<file path="config.mk">
export PLATFORM = sky130hd
export DESIGN_NAME = img_mem_fsm
export DESIGN_NICKNAME = d
export VERILOG_FILES = /design/src/rtl/img_mem_fsm_pkg.sv /design/src/rtl/img_mem_fsm_col_assembler.sv /design/src/rtl/img_mem_fsm.sv
export SDC_FILE = /design/constraint.sdc
export NUM_CORES = 1
export LEC_CHECK = 0
export CAP_MARGIN = 25
export CELL_PAD_IN_SITES_DETAIL_PLACEMENT = 1
export CELL_PAD_IN_SITES_GLOBAL_PLACEMENT = 1
export CORE_AREA = 5 5 155 187
export CTS_CLUSTER_DIAMETER = 120
export DETAILED_ROUTE_END_ITERATION = 8
export DIE_AREA = 0 0 160 192
export PLACE_DENSITY_LB_ADDON = 0.1
export REMOVE_ABC_BUFFERS = 1
export SLEW_MARGIN = 40
export SYNTH_ARGS = -nofsm -noshare
export SYNTH_HDL_FRONTEND = slang
export SYNTH_SLANG_ARGS = --single-unit
</file>
<file path="constraint.sdc">
create_clock -name i_CLK -period 8.9 [get_ports i_CLK]
set_input_delay 2.67 -clock i_CLK [delete_from_list [all_inputs] [get_ports i_CLK]]
set_output_delay 2.67 -clock i_CLK [all_outputs]
set_load 0.05 [all_outputs]
</file>
<file path="src/rtl/img_mem_fsm_pkg.sv">
// Shared encodings for the image-band memory sequencer, the control block and the conv datapath.
package img_mem_fsm_pkg;

  typedef enum logic [1:0] {
    ST_IDLE = 2'd0,
    ST_LOAD = 2'd1,
    ST_RUN  = 2'd2,
    ST_OUT  = 2'd3
  } state_t;

  // Band row that a read address belongs to; also tags data coming back from the BRAM.
  typedef enum logic [1:0] {
    PH_ROW0 = 2'd0,
    PH_ROW1 = 2'd1,
    PH_ROW2 = 2'd2
  } phase_t;

  localparam int PIX_W_DEF = 8;

endpackage

</file>
<file path="src/rtl/img_mem_fsm_col_assembler.sv">
// Re-aligns band BRAM read data with its row tag and packs three rows into one pixel column.
// The strobe rises on the edge that captures the row2 pixel.
module col_assembler
  import img_mem_fsm_pkg::*;
#(
  parameter int PIX_W  = PIX_W_DEF,
  parameter int RD_LAT = 1
) (
  input  logic               i_CLK,
  input  logic               i_rst,
  input  logic               i_rd_vld,
  input  phase_t             i_rd_ph,
  input  logic [PIX_W-1:0]   i_mem_rdata,
  output logic [3*PIX_W-1:0] o_col,
  output logic               o_col_valid
);

  logic [RD_LAT-1:0] r_vld_dl;
  phase_t            r_ph_dl [RD_LAT];
  logic [PIX_W-1:0]  r_row0;
  logic [PIX_W-1:0]  r_row1;
  logic              w_vld;
  phase_t            w_ph;

  assign w_vld = r_vld_dl[RD_LAT-1];
  assign w_ph  = r_ph_dl[RD_LAT-1];

  always_ff @(posedge i_CLK) begin
    if (i_rst) begin
      r_vld_dl    <= '0;
      for (int i = 0; i < RD_LAT; i++) r_ph_dl[i] <= PH_ROW0;
      r_row0      <= '0;
      r_row1      <= '0;
      o_col       <= '0;
      o_col_valid <= 1'b0;
    end else begin
      r_vld_dl[0] <= i_rd_vld;
      r_ph_dl[0]  <= i_rd_ph;
      for (int i = 1; i < RD_LAT; i++) begin
        r_vld_dl[i] <= r_vld_dl[i-1];
        r_ph_dl[i]  <= r_ph_dl[i-1];
      end
      o_col_valid <= 1'b0;
      if (w_vld) begin
        case (w_ph)
          PH_ROW0: r_row0 <= i_mem_rdata;
          PH_ROW1: r_row1 <= i_mem_rdata;
          PH_ROW2: begin
            o_col       <= {i_mem_rdata, r_row1, r_row0};
            o_col_valid <= 1'b1;
          end
          default: ;
        endcase
      end
    end
  end

endmodule

</file>
<file path="src/rtl/img_mem_fsm.sv">
// Band memory sequencer: MCU pixel load into the band BRAM, column-wise read-out to the
// conv datapath, and paced result read-out; o_EOP feeds the control block.
module img_mem_fsm
  import img_mem_fsm_pkg::*;
#(
  parameter int ADDR_W = 12,
  parameter int RD_LAT = 1,
  parameter int PIX_W  = PIX_W_DEF
) (
  input  logic               i_CLK,
  input  logic               i_rst,
  input  logic               i_load,
  input  logic               i_valid,
  input  logic               i_run,
  input  logic [9:0]         i_imgLength,
  input  logic [PIX_W-1:0]   i_pixel,
  input  logic [PIX_W-1:0]   i_mem_rdata,
  output logic               o_we,
  output logic [ADDR_W-1:0]  o_wr_addr,
  output logic [PIX_W-1:0]   o_wr_data,
  output logic [ADDR_W-1:0]  o_rd_addr,
  output logic [3*PIX_W-1:0] o_col,
  output logic               o_col_valid,
  output logic [9:0]         o_out_addr,
  output logic               o_out_req,
  output logic               o_EOP,
  output logic [1:0]         o_state,
  output logic               o_overflow
);

  state_t            r_state;
  logic [ADDR_W-1:0] r_wr_cnt;
  logic [9:0]        r_n;
  logic [9:0]        r_c;
  phase_t            r_ph;
  logic              r_rd_vld;
  logic [9:0]        r_strb_cnt;
  logic [9:0]        r_out_cnt;

  logic [ADDR_W-1:0] w_n3_live;
  logic [ADDR_W-1:0] w_base1;
  logic [ADDR_W-1:0] w_base2;
  logic [ADDR_W-1:0] w_c_ext;
  logic [9:0]        w_c_nxt;
  logic [9:0]        w_res_cnt;
  logic              w_col_vld;

  // r_wr_cnt counts writes done; a write is allowed while it is below 3*N.
  assign w_n3_live = ADDR_W'(i_imgLength) + (ADDR_W'(i_imgLength) << 1);
  assign w_base1   = ADDR_W'(r_n);
  assign w_base2   = ADDR_W'(r_n) << 1;
  assign w_c_ext   = ADDR_W'(r_c);
  assign w_c_nxt   = r_c + 10'd1;
  assign w_res_cnt = (r_n < 10'd3) ? 10'd0 : r_n - 10'd2;
  assign o_state   = r_state;
  assign o_col_valid = w_col_vld;

  always_ff @(posedge i_CLK) begin
    if (i_rst) begin
      r_state    <= ST_IDLE;
      r_wr_cnt   <= '0;
      r_n        <= '0;
      r_c        <= '0;
      r_ph       <= PH_ROW0;
      r_rd_vld   <= 1'b0;
      r_strb_cnt <= '0;
      r_out_cnt  <= '0;
      o_we       <= 1'b0;
      o_wr_addr  <= '0;
      o_wr_data  <= '0;
      o_rd_addr  <= '0;
      o_out_addr <= '0;
      o_out_req  <= 1'b0;
      o_EOP      <= 1'b0;
      o_overflow <= 1'b0;
    end else begin
      o_we      <= 1'b0;
      o_out_req <= 1'b0;
      case (r_state)
        ST_IDLE: begin
          if (i_load) begin
            r_state    <= ST_LOAD;
            r_wr_cnt   <= '0;
            o_overflow <= 1'b0;
          end
        end
        ST_LOAD: begin
          if (i_run) begin
            r_state    <= ST_RUN;
            r_n        <= i_imgLength;
            r_c        <= '0;
            r_ph       <= PH_ROW0;
            r_strb_cnt <= '0;
            r_rd_vld   <= (i_imgLength >= 10'd3);
            o_rd_addr  <= '0;
          end else if (i_load) begin
            r_wr_cnt <= '0;
          end else if (i_valid) begin
            if (r_wr_cnt < w_n3_live) begin
              o_we      <= 1'b1;
              o_wr_addr <= r_wr_cnt;
              o_wr_data <= i_pixel;
              r_wr_cnt  <= r_wr_cnt + ADDR_W'(1);
            end else begin
              o_overflow <= 1'b1;
            end
          end
        end
        ST_RUN: begin
          if (r_n < 10'd3) begin
            r_state   <= ST_OUT;
            o_EOP     <= 1'b1;
            r_out_cnt <= '0;
          end else begin
            // Address for the next (ph,c) is formed one cycle ahead so o_rd_addr stays registered.
            if (r_rd_vld) begin
              case (r_ph)
                PH_ROW0: begin
                  r_ph      <= PH_ROW1;
                  o_rd_addr <= w_base1 + w_c_ext;
                end
                PH_ROW1: begin
                  r_ph      <= PH_ROW2;
                  o_rd_addr <= w_base2 + w_c_ext;
                end
                default: begin
                  r_ph <= PH_ROW0;
                  if (r_c == r_n - 10'd1) begin
                    r_rd_vld  <= 1'b0;
                    o_rd_addr <= '0;
                  end else begin
                    r_c       <= w_c_nxt;
                    o_rd_addr <= ADDR_W'(w_c_nxt);
                  end
                end
              endcase
            end
            if (w_col_vld) begin
              if (r_strb_cnt == r_n - 10'd1) begin
                r_state   <= ST_OUT;
                o_EOP     <= 1'b1;
                r_out_cnt <= '0;
              end else begin
                r_strb_cnt <= r_strb_cnt + 10'd1;
              end
            end
          end
        end
        ST_OUT: begin
          if (w_res_cnt == 10'd0) begin
            r_state <= ST_IDLE;
            o_EOP   <= 1'b0;
          end else if (i_valid) begin
            o_out_req  <= 1'b1;
            o_out_addr <= r_out_cnt;
            r_out_cnt  <= r_out_cnt + 10'd1;
            if (r_out_cnt == w_res_cnt - 10'd1) begin
              r_state <= ST_IDLE;
              o_EOP   <= 1'b0;
            end
          end
        end
        default: r_state <= ST_IDLE;
      endcase
    end
  end

  col_assembler #(
    .PIX_W  (PIX_W),
    .RD_LAT (RD_LAT)
  ) u_col_asm (
    .i_CLK       (i_CLK),
    .i_rst       (i_rst),
    .i_rd_vld    (r_rd_vld),
    .i_rd_ph     (r_ph),
    .i_mem_rdata (i_mem_rdata),
    .o_col       (o_col),
    .o_col_valid (w_col_vld)
  );

endmodule

</file>
==> report_table.html <==
<table>
<tr><th>Metric</th><th>Value</th></tr>
<tr><th colspan="2">Floorplanning</th></tr>
<tr><td>Horizontal die dimension</td><td>160 um</td></tr>
<tr><td>Standard-cell rows</td><td>66</td></tr>
<tr><td>Number of placed I/O pins</td><td>104</td></tr>
<tr><td>Y dimension of the die</td><td>between 150 and 200 um</td></tr>
<tr><td>Placeable core area</td><td>26800 um2</td></tr>
<tr><td>Area of the die</td><td>around 31000 um2</td></tr>
<tr><td>Initial core utilization</td><td>0.327</td></tr>
<tr><th colspan="2">GRT</th></tr>
<tr><td>First-pass GRT wire length</td><td>between 40000 and 50000 um</td></tr>
<tr><td>Maximum number of pins on one net before global-route repair</td><td>85</td></tr>
<tr><td>Number of antenna violations at the first check in global routing</td><td>0</td></tr>
<tr><td>Via count of the first global-routing pass</td><td>between 8000 and 9000</td></tr>
<tr><td>Remaining global-route overflow</td><td>0</td></tr>
<tr><td>GRT Util Overall</td><td>0.170</td></tr>
<tr><th colspan="2">Drt</th></tr>
<tr><td>Number of iterations in the first detailed-routing pass</td><td>4</td></tr>
<tr><td>Ratio of routed vias to standard cells</td><td>around 5.2</td></tr>
<tr><td>Antenna-violating nets left</td><td>0</td></tr>
<tr><td>Detailed-route wire length</td><td>~26000 um</td></tr>
<tr><td>Number of design rule violations left after detail routing</td><td>0</td></tr>
<tr><td>Number of violations reported at the end of detailed-routing iteration 0</td><td>between 200 and 250</td></tr>
<tr><td>Vias</td><td>about 7800</td></tr>
<tr><td>Post-detailed-route wirelength per cell</td><td>around 17 um</td></tr>
<tr><th colspan="2">STA</th></tr>
<tr><td>Worst clock skew</td><td>0.00961 ns</td></tr>
<tr><td>Setup violations, final</td><td>0</td></tr>
<tr><td>Max-slew violation count</td><td>0</td></tr>
<tr><td>Final period util</td><td>0.783</td></tr>
<tr><td>Transition time at the pin with the least slew margin</td><td>slightly above 0.8 ns</td></tr>
<tr><td>RSZ-0062 raised after global routing</td><td>false</td></tr>
<tr><td>Post-route minimum period</td><td>roughly 7 ns</td></tr>
<tr><td>Max Clock Freq</td><td>roughly 140 MHz</td></tr>
<tr><td>Sum of negative setup slack</td><td>0 ns</td></tr>
<tr><td>Count of final hold-check violations</td><td>0</td></tr>
<tr><td>Slew HR</td><td>0.459</td></tr>
<tr><th colspan="2">Clock network</th></tr>
<tr><td>Clock latency on the worst-skew pair</td><td>~0.43 ns</td></tr>
<tr><td>Hold buffer count at CTS</td><td>0</td></tr>
<tr><td>Deepest level of the CTS H-tree</td><td>4</td></tr>
<tr><td>Clk buf depth</td><td>2</td></tr>
<tr><td>Post-CTS setup buffer count</td><td>0</td></tr>
<tr><td>CTS resizes</td><td>0</td></tr>
<tr><td>Clock-pin slew on the worst setup and hold paths</td><td>0.07 ns</td></tr>
<tr><td>Clk sink count</td><td>between 100 and 150</td></tr>
<tr><td>Clock root buffer</td><td>clkbuf_16</td></tr>
<tr><td>TritonCTS clock tree</td><td>done</td></tr>
<tr><td>Clock buffers created by TritonCTS</td><td>17</td></tr>
<tr><th colspan="2">Setup path</th></tr>
<tr><td>Slowest cell on the critical path</td><td>clkdlybuf4s50_1</td></tr>
<tr><td>Startpoint Class</td><td>primary input</td></tr>
<tr><td>Delay of the slowest cell on the worst path</td><td>roughly 0.54 ns</td></tr>
<tr><td>Critical path required time</td><td>between 9 and 10 ns</td></tr>
<tr><td>Crit end category</td><td>register</td></tr>
<tr><td>Cells along the critical path</td><td>clkdlybuf4s50_1 &gt; ha_1 &gt; inv_1 &gt; fa_1 &gt; nor2b_1 &gt; o21ai_0 &gt; a21oi_1 &gt; o21ai_0 &gt; nand2b_1 &gt; a21oi_1 &gt; o21bai_1 &gt; xnor2_1 &gt; ha_1 &gt; or4_1 &gt; a211oi_1 &gt; o21ai_0 &gt; a2111oi_1 &gt; buf_4 &gt; nor2_1 &gt; or3_1 &gt; a21oi_1</td></tr>
<tr><td>Data arrival time of the worst path</td><td>approximately 7.3 ns</td></tr>
<tr><td>Startpoint of the worst register-to-register path</td><td>r_n[0]$_SDFFE_PP0P_</td></tr>
<tr><td>Launching instance or port of the critical path</td><td>i_imgLength[1]</td></tr>
<tr><td>Largest fanout of any net on the critical path</td><td>9</td></tr>
<tr><td>Worst setup path class</td><td>primary input to register</td></tr>
<tr><th colspan="2">Yosys</th></tr>
<tr><td>Area contributors post-synth</td><td>dfxtp_1, ha_1, mux2i_1</td></tr>
<tr><td>Synthesized flop and latch total</td><td>147</td></tr>
<tr><td>Synthesis Warnings</td><td>0</td></tr>
<tr><td>Average cell area after synthesis</td><td>~8 um2</td></tr>
<tr><td>Distinct cell type count after synthesis</td><td>between 70 and 80</td></tr>
<tr><td>Share of the synthesized area in the top cell type</td><td>0.336</td></tr>
<tr><td>Synthesized-area fraction occupied by ao, oa, aoi and oai cells</td><td>0.172</td></tr>
<tr><td>Largest family of logic cells by synthesized area</td><td>simple AND/OR/NAND/NOR gates</td></tr>
<tr><td>Most repeated cell in the gate-level netlist after synthesis</td><td>dfxtp_1</td></tr>
<tr><td>Area share of and/or/nand/nor cells after synthesis</td><td>0.218</td></tr>
<tr><td>Mux contribution to synthesized area</td><td>0.0571</td></tr>
<tr><td>Ranking of synthesized cells by instance count</td><td>dfxtp_1, nor2_1, nand2_1</td></tr>
<tr><td>Post-synthesis instance area</td><td>8770 um2</td></tr>
<tr><td>Share of async-settable or async-resettable flops after synthesis</td><td>0</td></tr>
<tr><td>Syn Inst Count</td><td>around 1100</td></tr>
<tr><td>Share of synthesized area occupied by flip-flops and latches</td><td>0.336</td></tr>
<tr><td>Synth Area in Adders</td><td>0.0939</td></tr>
<tr><td>Parity-gate share of the synthesized area counting xor and xnor cells</td><td>0.0825</td></tr>
<tr><td>Leading area contributor after synthesis</td><td>dfxtp_1</td></tr>
<tr><td>Number of enable-type register cells in the synthesized netlist</td><td>0</td></tr>
<tr><td>Most used flip-flop cell after synthesis</td><td>dfxtp_1</td></tr>
<tr><th colspan="2">Finish</th></tr>
<tr><td>Area overhead of the layout relative to synthesis</td><td>22.1%</td></tr>
<tr><td>Final nets</td><td>1242</td></tr>
<tr><td>Number of filler cells placed in the layout</td><td>3165</td></tr>
<tr><td>Post-layout util</td><td>0.399</td></tr>
<tr><td>Number of diodes</td><td>0</td></tr>
<tr><td>Proportion of layout cells with a drive suffix above 1</td><td>0.0603</td></tr>
<tr><th colspan="2">Pwr</th></tr>
<tr><td>Worst vdd ir</td><td>around 140 uV</td></tr>
<tr><td>Leakage dissipation</td><td>4.27 nW</td></tr>
<tr><td>Power per unit of standard cell area</td><td>198 nW/um2</td></tr>
<tr><th colspan="2">Worst hold path</th></tr>
<tr><td>Beginning of the worst hold path</td><td>u_col_asm.r_row1[1]$_SDFFE_PP0P_</td></tr>
<tr><td>Classification of the worst-slack hold path</td><td>register to register</td></tr>
<tr><th colspan="2">Status</th></tr>
<tr><td>Run status</td><td>finished clean</td></tr>
<tr><th colspan="2">Place</th></tr>
<tr><td>Count of buffers from port buffering</td><td>103</td></tr>
<tr><td>Placed wire-length estimate after detailed placement</td><td>roughly 19000 um</td></tr>
<tr><td>GPL Wtd Cong</td><td>~0.8</td></tr>
<tr><th colspan="2">Flow run</th></tr>
<tr><td>Max-cap violations</td><td>0</td></tr>
</table>
-- state kept, by name, summed over array words and instances (netlist names), 10 cells and up --
signal and cells:
r_c 10, r_out_cnt 10, r_strb_cnt 10, o_out_addr 10
o_wr_addr 12, r_wr_cnt 12, u_col_asm.o_col 24, r_n 10
o_rd_addr 12
-- path summary, 6_finish.rpt --
path,slack (ns),cells past startpoint,endpoint
hold / removal,0.45,2,u_col_asm.o_col[9]$_SDFFE_PP0P_
setup / recovery,1.93,21,r_wr_cnt[5]$_SDFFE_PP0P_
setup reg to reg,4.52,13,o_state[0]$_SDFFE_PP0P_
hold reg to reg,0.45,2,u_col_asm.o_col[9]$_SDFFE_PP0P_
-- metrics by stage --
step | power, mW | hold WS [ns] | worst slack [ns] | area, um2 | instances
2_1_floorplan | 1.22 | 0.425 | 1.89 | 8560 | 1012
3_3_place_gp | 1.44 | 0.437 | 1.65 | 10100 | 1466
3_5_place_dp | 1.45 | 0.446 | 1.52 | 10200 | 1468
4_1_cts | 2.16 | 0.451 | 1.94 | 10700 | 1500
5_1_grt | 2.26 | 0.464 | 1.52 | 10700 | 1500
6_report | 2.13 | 0.448 | 1.93 | 10700 | 1500
-- power breakdown --
part           leakage (nW)  internal (mW)  total (mW)  switching (mW)
combinational          2.82          0.270       0.718           0.448
sequential             1.19          0.680       0.713          0.0337
clock                 0.271          0.373       0.694           0.321
total                  4.27           1.32        2.13           0.802
-- area by class of cell --
cell class,instances,area [um2],area share
sequential,147,2940,0.275
timing repair buffer,116,1130,0.106
clock buffer,18,439,0.0410
tap,340,425,0.0397
inverter,39,146,0.0137
multi-input combinational,826,5500,0.514
clock inverter,14,121,0.0113
-- metal layers --
layer | share of wire | vias to the layer above | track usage
li1 | - | 3889 | -
met1 | 0.44 | 3785 | 0.201
met2 | 0.50 | 114 | 0.309
met3 | 0.033 | 30 | 0.0335
met4 | 0.022 | 0 | 0.0583
met5 | 0 | - | 0
-- critical path: cells and delay by family --
family | cells | cell delay (ns)
buffers and inverters | 3 | 0.82
AND/OR/NAND/NOR | 5 | 1.26
XOR/XNOR | 1 | 0.10
AO/OA/AOI/OAI | 9 | 1.66
adder cells (fa/ha/maj) | 3 | 0.81
-- cell families (layout without fill, tap and decap cells) --
group	count (synthesis)	count (layout)
AO/OA/AOI/OAI	237	237
XOR/XNOR	81	81
adder cells (fa/ha/maj)	64	64
buffers and inverters	93	187
flip-flops	147	147
multiplexers	50	50
AND/OR/NAND/NOR	394	394
-- cells in the final DEF, fill, tap and decap left out, drive strengths merged, types with 4 or more instances in the layout --
cell	n
clkinv	6
and2	4
xnor2	45
ha	61
nand3	24
nor2b	11
inv	44
clkbuf	18
nor3	18
nor2	121
dfxtp	147
a211oi	8
o2111ai	4
or4	4
a31oi	4
a32oi	4
nand2	120
clkdlybuf4s50	102
o21ai	48
a22oi	6
xor2	35
a21oi	96
nor3b	6
nand4	11
a21o	16
o21a	5
or3	10
nand2b	8
nor4	8
buf	14
o21bai	7
mux2i	50
a31o	4
and3	20
nand3b	12
Power figures use the tool's default switching activity.
